--- src/rtl/exception_vector_unit.sv ---
// Exception sequencer: saves EPC/cause, presents the cause's vector address to the
// IorD mux, fetches the handler address from memory and strobes it into PC.
module exception_vector_unit #(
    parameter logic [31:0] VEC_OPCODE = 32'd253,
    parameter logic [31:0] VEC_OVF    = 32'd254,
    parameter logic [31:0] VEC_DIV0   = 32'd255,
    parameter int unsigned MEM_LAT    = 1
) (
    input  logic        clk,
    input  logic        reset_n,
    input  logic        exc_opcode,
    input  logic        exc_overflow,
    input  logic        exc_div0,
    input  logic [31:0] PC_in,
    input  logic [31:0] mem_data_in,
    output logic [31:0] Expction_out,
    output logic        iord_req,
    output logic [31:0] EPC_out,
    output logic [1:0]  cause_out,
    output logic [31:0] handler_pc,
    output logic        pc_load,
    output logic        busy,
    output logic        exc_dropped
);

    localparam logic [1:0] IDLE = 2'd0;
    localparam logic [1:0] ADDR = 2'd1;
    localparam logic [1:0] WAIT = 2'd2;
    localparam logic [1:0] LOAD = 2'd3;

    localparam logic [2:0] WAIT_INIT = 3'(MEM_LAT - 1);

    logic [1:0]  state_q, state_d;
    logic [2:0]  cnt_q, cnt_d;
    logic [31:0] vec_q, vec_d;
    logic [31:0] epc_q, epc_d;
    logic [1:0]  cause_q, cause_d;
    logic [31:0] hpc_q, hpc_d;
    logic        iord_q, iord_d;
    logic        pcl_q, pcl_d;
    logic        busy_q, busy_d;
    logic        drop_q, drop_d;
    logic        any_flag;

    // Only the low byte of the vector entry carries the handler address.
    logic unused_mem_hi;
    assign unused_mem_hi = ^mem_data_in[31:8];

    assign any_flag = exc_opcode | exc_overflow | exc_div0;

    always_comb begin
        state_d = state_q;
        cnt_d   = cnt_q;
        vec_d   = vec_q;
        epc_d   = epc_q;
        cause_d = cause_q;
        hpc_d   = hpc_q;
        iord_d  = iord_q;
        pcl_d   = 1'b0;
        drop_d  = drop_q | ((state_q != IDLE) & any_flag);
        case (state_q)
            IDLE: begin
                if (any_flag) begin
                    epc_d   = PC_in - 32'd4;
                    state_d = ADDR;
                    if (exc_opcode) begin
                        cause_d = 2'b01;
                        vec_d   = VEC_OPCODE;
                    end else if (exc_overflow) begin
                        cause_d = 2'b10;
                        vec_d   = VEC_OVF;
                    end else begin
                        cause_d = 2'b11;
                        vec_d   = VEC_DIV0;
                    end
                end
            end
            ADDR: begin
                iord_d  = 1'b1;
                cnt_d   = WAIT_INIT;
                state_d = WAIT;
            end
            WAIT: begin
                if (cnt_q == 3'd0) begin
                    hpc_d   = {24'b0, mem_data_in[7:0]};
                    iord_d  = 1'b0;
                    state_d = LOAD;
                end else begin
                    cnt_d = cnt_q - 3'd1;
                end
            end
            LOAD: begin
                pcl_d   = 1'b1;
                state_d = IDLE;
            end
            default: state_d = IDLE;
        endcase
        busy_d = (state_d != IDLE);
    end

    always_ff @(posedge clk or negedge reset_n) begin
        if (!reset_n) begin
            state_q <= IDLE;
            cnt_q   <= 3'd0;
            vec_q   <= 32'd0;
            epc_q   <= 32'd0;
            cause_q <= 2'b00;
            hpc_q   <= 32'd0;
            iord_q  <= 1'b0;
            pcl_q   <= 1'b0;
            busy_q  <= 1'b0;
            drop_q  <= 1'b0;
        end else begin
            state_q <= state_d;
            cnt_q   <= cnt_d;
            vec_q   <= vec_d;
            epc_q   <= epc_d;
            cause_q <= cause_d;
            hpc_q   <= hpc_d;
            iord_q  <= iord_d;
            pcl_q   <= pcl_d;
            busy_q  <= busy_d;
            drop_q  <= drop_d;
        end
    end

    assign Expction_out = vec_q;
    assign EPC_out      = epc_q;
    assign cause_out    = cause_q;
    assign handler_pc   = hpc_q;
    assign iord_req     = iord_q;
    assign pc_load      = pcl_q;
    assign busy         = busy_q;
    assign exc_dropped  = drop_q;

endmodule

--- config.mk ---
export PLATFORM = sky130hd
export DESIGN_NAME = exception_vector_unit
export DESIGN_NICKNAME = d
export VERILOG_FILES = /design/src/rtl/exception_vector_unit.sv
export SDC_FILE = /design/constraint.sdc
export NUM_CORES = 1
export LEC_CHECK = 0
export ABC_AREA = 1
export BUFFER_PORTS_ARGS = -buffer_cell sky130_fd_sc_hd__buf_2
export CAP_MARGIN = 20
export CORE_AREA = 2 2 98 76
export DETAILED_ROUTE_END_ITERATION = 8
export DIE_AREA = 0 0 100 78
export PLACE_DENSITY_LB_ADDON = 0.2
export SETUP_SLACK_MARGIN = 0.5
export SLEW_MARGIN = 30
export SYNTH_ARGS = -nofsm -noshare
export SYNTH_HDL_FRONTEND = slang
export SYNTH_SLANG_ARGS = --single-unit
export TNS_END_PERCENT = 10
--- constraint.sdc ---
create_clock -name clk -period 3.35 [get_ports clk]
set_clock_uncertainty 0.1 [all_clocks]
set_input_delay 0.5025 -clock clk [delete_from_list [all_inputs] [get_ports clk]]
set_output_delay 0.5025 -clock clk [all_outputs]
set_load 0.02 [all_outputs]
# Word-level counts from Yosys, hierarchy flattened
# Cells that the tools add are included.
# classes
add_sub_neg	2
n_mux	12
eq_ne	5
reduce_logical	9
bitwise	4
# op_table
operator	count
32-bit by 3-bit subtractor with 32-bit output, second input constant	1
2-bit two-way mux	4
2-bit one-hot mux with 4 select lines	1
2-bit AND reduction	4
3-bit one-hot mux with 2 select lines	1
2-bit nonzero test	3
2-bit == test, second input constant	2
1-bit two-way mux	4
2-bit inequality test, second input constant	2
3-bit logical NOT	1
3-bit two-way mux	1
1-bit bitwise OR	3
3-bit by 1-bit subtractor with 3-bit output, second input constant	1
2-bit by 1-bit == test with 1-bit output, second input constant	1
2-bit logical NOT	1
1-bit one-hot mux with 2 select lines	1
1-bit AND	1
# word_totals
reg_bits	83
word_cells	42
output_inout_bits	102

# Depth between registers and ports, before layout
# Gate-level depths: netlist (run 1).
# depth
depth_word	5
mapped_depth	10
depth_no_buf	10

# Worst setup path after synthesis (run 1)
# No wires, ideal clock.
# synth_path
path_kind	input port to flip-flop
startpoint	input port PC_in[2]
endpoint	register epc_q[28], in the netlist EPC_out[28]
n_path_buf	0
setup_ns	0.117
path_stages	9
slack_ns	1.784
arrival_time_ns	1.350
cell_sequence	inv_2 -> ha_1 -> nand2_2 -> nor2_8 -> nand2_4 -> o21ai_1 -> nand2_1 -> nand2_1 -> nand2_1
# synth_via
elab_chain_len	1
# synth_lines
item	line	rtl
start, declared	14	input logic [31:0] PC_in,
32-bit by 3-bit subtractor with 32-bit output	64	epc_d = PC_in - 32'd4;
end signal, assigned	117	epc_q <= epc_d;
end, declared	36	logic [31:0] epc_q, epc_d;
# No other way between the ends.
# A chain may end at the register's enable or synchronous reset.

# Worst setup path in the final report (run 1)
# layout_path
startpoint	register state_q[0]
endpoint	register busy_q, in the netlist busy
# layout_via
elab_chain_len	3
elab_cells_between_ends	8
classes_between	eq/ne (3); mux (3); reduce/logical (2)
# layout_lines
item	line	rtl
start, declared	33	logic [1:0] state_q, state_d;
start signal, assigned	114	state_q <= state_d;
2-bit == test (tied with other cells)	61	case (state_q)
2-bit one-hot mux with 4 select lines (*)	61	
net state_d[0]	33	
2-bit nonzero test (*)	98	busy_d = (state_d != IDLE);
net busy_d	41	logic busy_q, busy_d;
end signal, assigned	122	busy_q <= busy_d;
end, declared	41	
# Mark *: on every way through the listed nets, which the timed path passes. The rest lies on a longest branch.

==> results.txt, run 1 <==
outcome = completed
main combinational cell family by area after synthesis = simple AND/OR/NAND/NOR gates
first-pass GRT wire length = 12.5 mm
Post-Synthesis Cells = 426
DR pass1 iterations = 8
die height = 78 um
final core occ = 0.548
Yosys top cell area share = 0.397
Max Slew Vio Count = 0
placed cells = 596
setup tns final = 0 ns
post-CTS resize count = 0
most frequent cells after synthesis = 129 x nand2_1, 56 x buf_4, 52 x dfrtp_1, 51 x nor2_1, 23 x inv_1
routed length per placed instance = 12.5 um
Antenna Nets Post-Route = 0
Longest Clk Path Bufs = 2
post-layout net count = 595
CORE AREA = 6770 um2
reg-to-reg endpoint = busy
Initial Util = 0.484
count leader, synth = nand2_1
grt total ovfl = 0
critical path type = register to register
synthesized area = 3270 um2
R2R setup slack = 1.56 ns
number of port buffers = 98
TritonCTS Buffers = 5
clk sink count = 52
crit path max fanout = 44
Reg2Reg Launch Point = state_q[0]
largest net degree at the start of global routing = 45
Rows = 26
mean cell area of the mapped netlist = 7.69 um2
Clock Pin Slew Worst Setup and Hold Paths = 0.09 ns
Worst IR Drop VDD = 320 uV
total die area = 7800 um2
number of I/O pins = 171
Final Hold Viols = 0
Worst Path Required = 3.44 ns
worst hold-check path type = input pin to asynchronous set/reset pin
CTS H-tree lvls = 2
Worst Path Arrival = 1.88 ns
initial drt markers = 140
# DRC = 0
Die Wd = 100 um
fin crit period = 1.79 ns
initial antenna violation count = 0
top cells by area, synth = dfrtp_1 40%, nand2_1 15%, buf_4 13%
final period utilization = 0.533
post-synthesis simple-gate area fraction = 0.313
Synth Area in Compound Gates = 0.0608
number of max-cap violations = 0
via count = 2827
Max-Slew Margin vs Limit = 0.652
mux contribution to synthesized area = 0
root buffer cell = clkbuf_8
routed wire length = 7.58 mm
ys async rst share = 1.00
unrepaired setup endpoints after global routing = no
post-DP HPWL = 6.08 mm
Worst Max-Slew Pin Slew = 0.522 ns
gpl congestion = 0.923
# diodes = 0
cell taking the most area after synthesis = dfrtp_1
main flop type after synthesis = dfrtp_1
non-filler instance count after layout = 604
Post-synth EDFFs = 0
vias per cell = 4.68
vias in the first global route = 2500
Worst setup EP type = register
Worst setup SP type = register
Tot GR Track Use = 0.203
hold-fix buffers at CTS = 0
total setup buffers inserted after CTS = 0
Area growth syn-to-layout = 13.3%
FMAX = 560 MHz
Leakage Power = 2.01 nW
Power, Total = 0.00280 W
Yosys reg bits = 52
r2r worst-path depth = 7
Pwr Density = 754 nW/um2
Setup-failing EPs final = 0
Seq/Total Area, Yosys = 0.397
CTS tree = done
Synth Area in XOR/XNOR = 0.0294
post-synthesis cell type count = 30
Skew-Pair Late Insertion Delay = 0.30 ns
Post-Synth Adder-Cell Area = 0.0267
proportion of layout cells with a drive suffix above 1 = 0.263
Synthesis Warnings = 0
[power breakdown]
| part | switching [W] | internal [W] |
|---|---|---|
| clock network | 0.000204 | 0.000168 |
| logic | 0.000943 | 0.000434 |
| registers | 0.000138 | 0.000909 |
| total | 0.00128 | 0.00151 |
[cell usage in the layout, fill, tap and decap left out, drive strengths merged]
master      n
clkbuf      7
conb       48
nand2     137
xnor2       4
xor2        7
nand3      19
a21oi       5
or2         3
o22ai       2
o211ai      1
buf       100
dfrtp      52
clkinvlp    1
inv        30
nand4       7
o21ai      17
o21bai      6
a31oi       3
ha          7
nor2       63
nor3        1
[sequential cells by signal, indices dropped and copies added (netlist names)]
signal	flops
handler_pc	8
state_q	2
Expction_out	2
pc_load	1
cnt_q	3
exc_dropped	1
EPC_out	32
iord_req	1
busy	1
cause_out	1
[cell type report]
type / count / area (um2)
clock buffers: 7 / 86.3
repair buffers: 100 / 505
flip-flops and latches: 52 / 1300
clock inverters: 1 / 7.51
well taps: 84 / 105
multi-input cells: 330 / 1590
fillers: 692 / 3060
inverters: 30 / 115
[metrics by stage]
| stage | hold WS [ns] | worst slack [ns] | area (um2) |
|---|---|---|---|
| after detailed placement | 0.354 | 1.43 | 3620 |
| after CTS | 0.0805 | 1.54 | 3710 |
| final | 0.0660 | 1.56 | 3710 |
| after global routing | 0.0818 | 1.42 | 3710 |
| after floorplan | 0.107 | 1.78 | 3450 |
| after global placement | 0.348 | 1.43 | 3620 |
[critical path: stages (launching register included)]
cell and delay [ns]:
dfrtp_1 0.41, inv_1 0.08, ha_1 0.25, inv_2 0.08, nor2_4 0.05, inv_4 0.32
o211ai_2 0.16, or2_1 0.23
[routing by layer]
layer | wire (um) | up-vias | part of all wire | global-route usage
li1 | - | 1419 | - | -
met1 | 3810 | 1312 | 0.50 | 0.303
met2 | 3290 | 92 | 0.43 | 0.308
met3 | 422 | 4 | 0.056 | 0.0414
met4 | 50 | 0 | 0.0066 | 0.0370
met5 | 0 | - | 0 | 0
[cells by family after synthesis]
family	count (synthesis)
and+or+nand+nor	230
buffers and inverters	91
DFF	52
AOI/OAI and AO/OA	34
xor gates and xnor gates	11
adders and majority gates	7
other	1
[worst max-delay path by stage]
stage	start	end	slack, ns	depth (start not counted)
after floorplan	PC_in[2]	EPC_out[28]	1.78	9
after global placement	exc_opcode	busy	1.43	6
after detailed placement	exc_opcode	busy	1.43	6
after CTS	state_q[0]	busy	1.54	7
after global routing	state_q[0]	busy	1.42	7
final	state_q[0]	busy	1.56	7
Note: power is estimated with default switching activity, not from simulation.
==> run 2: changes to the inputs <==
Settings changed: CORE_AREA 2 2 98 76 to 2 2 101 79, DIE_AREA 0 0 100 78 to 0 0 103 81.
Clock period 3.35 ns to 1.75 ns, I/O delays scaled along.
==> run 2 against run 1 <==
Net effect: first-iteration DRC count decreased by 37%; global-route usage decreased by 0.58 points; cell count increased by 6.1%; flip-flop and latch count unchanged; total power increased by 120%; hold slack got worse by 0.019 ns; cell area increased by 8.3%; critical path type unchanged; largest power group unchanged.
==> results.txt, run 2 (synthesis results as in run 1) <==
gpl congestion = 0.935 (was 0.923)
final period utilization = 0.838 (was 0.533)
# diodes = 0 (unchanged)
first-pass GRT wire length = 12.6 mm (was 12.5 mm)
FMAX = 682 MHz (was 560 MHz)
area of the multi-input gates = 1620 um2 (was 1590 um2)
CTS H-tree lvls = 2 (unchanged)
Tot GR Track Use = 0.198 (was 0.203)
proportion of layout cells with a drive suffix above 1 = 0.297 (was 0.263)
clk sink count = 52 (unchanged)
most common cell after layout, fill and taps aside = nand2_1 (unchanged)
largest net degree at the start of global routing = 37 (was 45)
routed length per placed instance = 12.9 um (was 12.5 um)
fin crit period = 1.47 ns (was 1.79 ns)
number of port buffers = 98 (unchanged)
Pwr Density = 1540 nW/um2 (was 754 nW/um2)
initial drt markers = 88 (was 140)
Final Hold Viols = 0 (unchanged)
Worst Path Arrival = 1.56 ns (was 1.88 ns)
post-layout net count = 612 (was 595)
CTS tree = done (unchanged)
CORE AREA = 7500 um2 (was 6770 um2)
non-filler instance count after layout = 641 (was 604)
number of I/O pins = 171 (unchanged)
Worst setup SP type = register (unchanged)
unrepaired setup endpoints after global routing = yes (was no)
Clock Pin Slew Worst Setup and Hold Paths = 0.10 ns (was 0.09 ns)
Antenna Nets Post-Route = 0 (unchanged)
Max Slew Vio Count = 0 (unchanged)
placed cells = 619 (was 596)
Skew-Pair Late Insertion Delay = 0.30 ns (about the same)
via count = 2838 (was 2827)
Die Wd = 103 um (was 100 um)
die height = 81 um (was 78 um)
DR pass1 iterations = 4 (was 8)
initial antenna violation count = 0 (unchanged)
# DRC = 0 (unchanged)
final core occ = 0.536 (was 0.548)
crit path max fanout = 12 (was 44)
number of max-cap violations = 0 (unchanged)
vias in the first global route = 2515 (was 2500)
routed wire length = 8.25 mm (was 7.58 mm)
root buffer cell = clkbuf_8 (unchanged)
worst hold-check path type = input pin to register (was input pin to asynchronous set/reset pin)
post-DP HPWL = 6.25 mm (was 6.08 mm)
R2R setup slack = 0.28 ns (was 1.56 ns)
fillers = 753 (was 692)
commonest non-fill, non-tap cells in the layout = 129 x nand2_1, 98 x buf_2, 52 x dfrtp_1 (unchanged)
Area growth syn-to-layout = 22.7% (was 13.3%)
outcome = completed (unchanged)
Longest Clk Path Bufs = 2 (unchanged)
critical path type = register to register (unchanged)
setup tns final = 0 ns (unchanged)
Worst IR Drop VDD = 665 uV (was 320 uV)
total die area = 8340 um2 (was 7800 um2)
Setup-failing EPs final = 0 (unchanged)
WHS = 0.0474 ns (was 0.0660 ns)
TritonCTS Buffers = 5 (unchanged)
Worst setup EP type = register (unchanged)
grt total ovfl = 0 (unchanged)
Worst Path Required = 1.85 ns (was 3.44 ns)
max reg flops = 32 (unchanged)
Rows = 28 (was 26)
Leakage Power = 2.15 nW (was 2.01 nW)
register area = 1300 um2 (unchanged)
vias per cell = 4.43 (was 4.68)
Initial Util = 0.437 (was 0.484)
## run 2: where the power goes
part | internal [W] | total [W] | switching (W)
sequential | 0.00174 | 0.00200 | 0.000259
combinational | 0.00122 | 0.00323 | 0.00201
clock | 0.000563 | 0.000964 | 0.000401
total | 0.00353 | 0.00619 | 0.00267
## run 2: repair_timing
action | CTS | global route
cloned | 2 | 1
endpoints found under the hold margin | 16 | 0
setup endpoints to repair | 56 | 91
pin swaps | 3 | 1
hold buffers | 1 | 0
gates resized for setup | 8 | 0
buffers inserted | 10 | 1
## run 2: final timing paths
check | start | end | depth (start not counted)
worst max-delay path | state_q[0] | EPC_out[15] | 9
worst min-delay path | exc_overflow | cause_out[0] | 2
worst max register to register | state_q[0] | EPC_out[15] | 9
worst min register to register | handler_pc[7] | handler_pc[7] | 2
max in group asynchronous | reset_n | EPC_out[17] | 3
min in group asynchronous | reset_n | EPC_out[21] | 2
## run 2: layout make-up
class                   instances  share of cell area
repair buffers                116               0.177
clock buffers                   5              0.0171
inverters                      30              0.0305
multi-input cells             330               0.403
repair inverters                1             0.00156
well taps                     105              0.0327
flip-flops and latches         52               0.324
clock inverters                 2              0.0149
## run 2: per-stage QoR
step                total power [W]  setup WS [ns]  cell area (um2)
floorplan                   0.00398          0.376             3470
global placement            0.00482          0.191             3710
detailed placement          0.00486          0.182             3710
CTS                         0.00619          0.293             3990
global route                0.00669          0.188             4020
finish                      0.00619          0.284             4020
## run 2: per-layer routing
| metal | track usage | wire length [um] | vias up |
|---|---|---|---|
| met1 | 0.290 | 4010 | 1279 |
| met4 | 0.0368 | 33 | 0 |
| met5 | 0 | 0 | - |
| met3 | 0.0404 | 591 | 2 |
| li1 | - | - | 1452 |
| met2 | 0.304 | 3620 | 105 |
## run 2: critical path: stages, from the launching register on
cell	delay [ns]
dfrtp_1	0.41
inv_2	0.09
ha_4	0.14
inv_2	0.04
nor2_4	0.09
buf_6	0.14
inv_8	0.07
clkbuf_16	0.16
nand2_1	0.06
o21ai_1	0.06
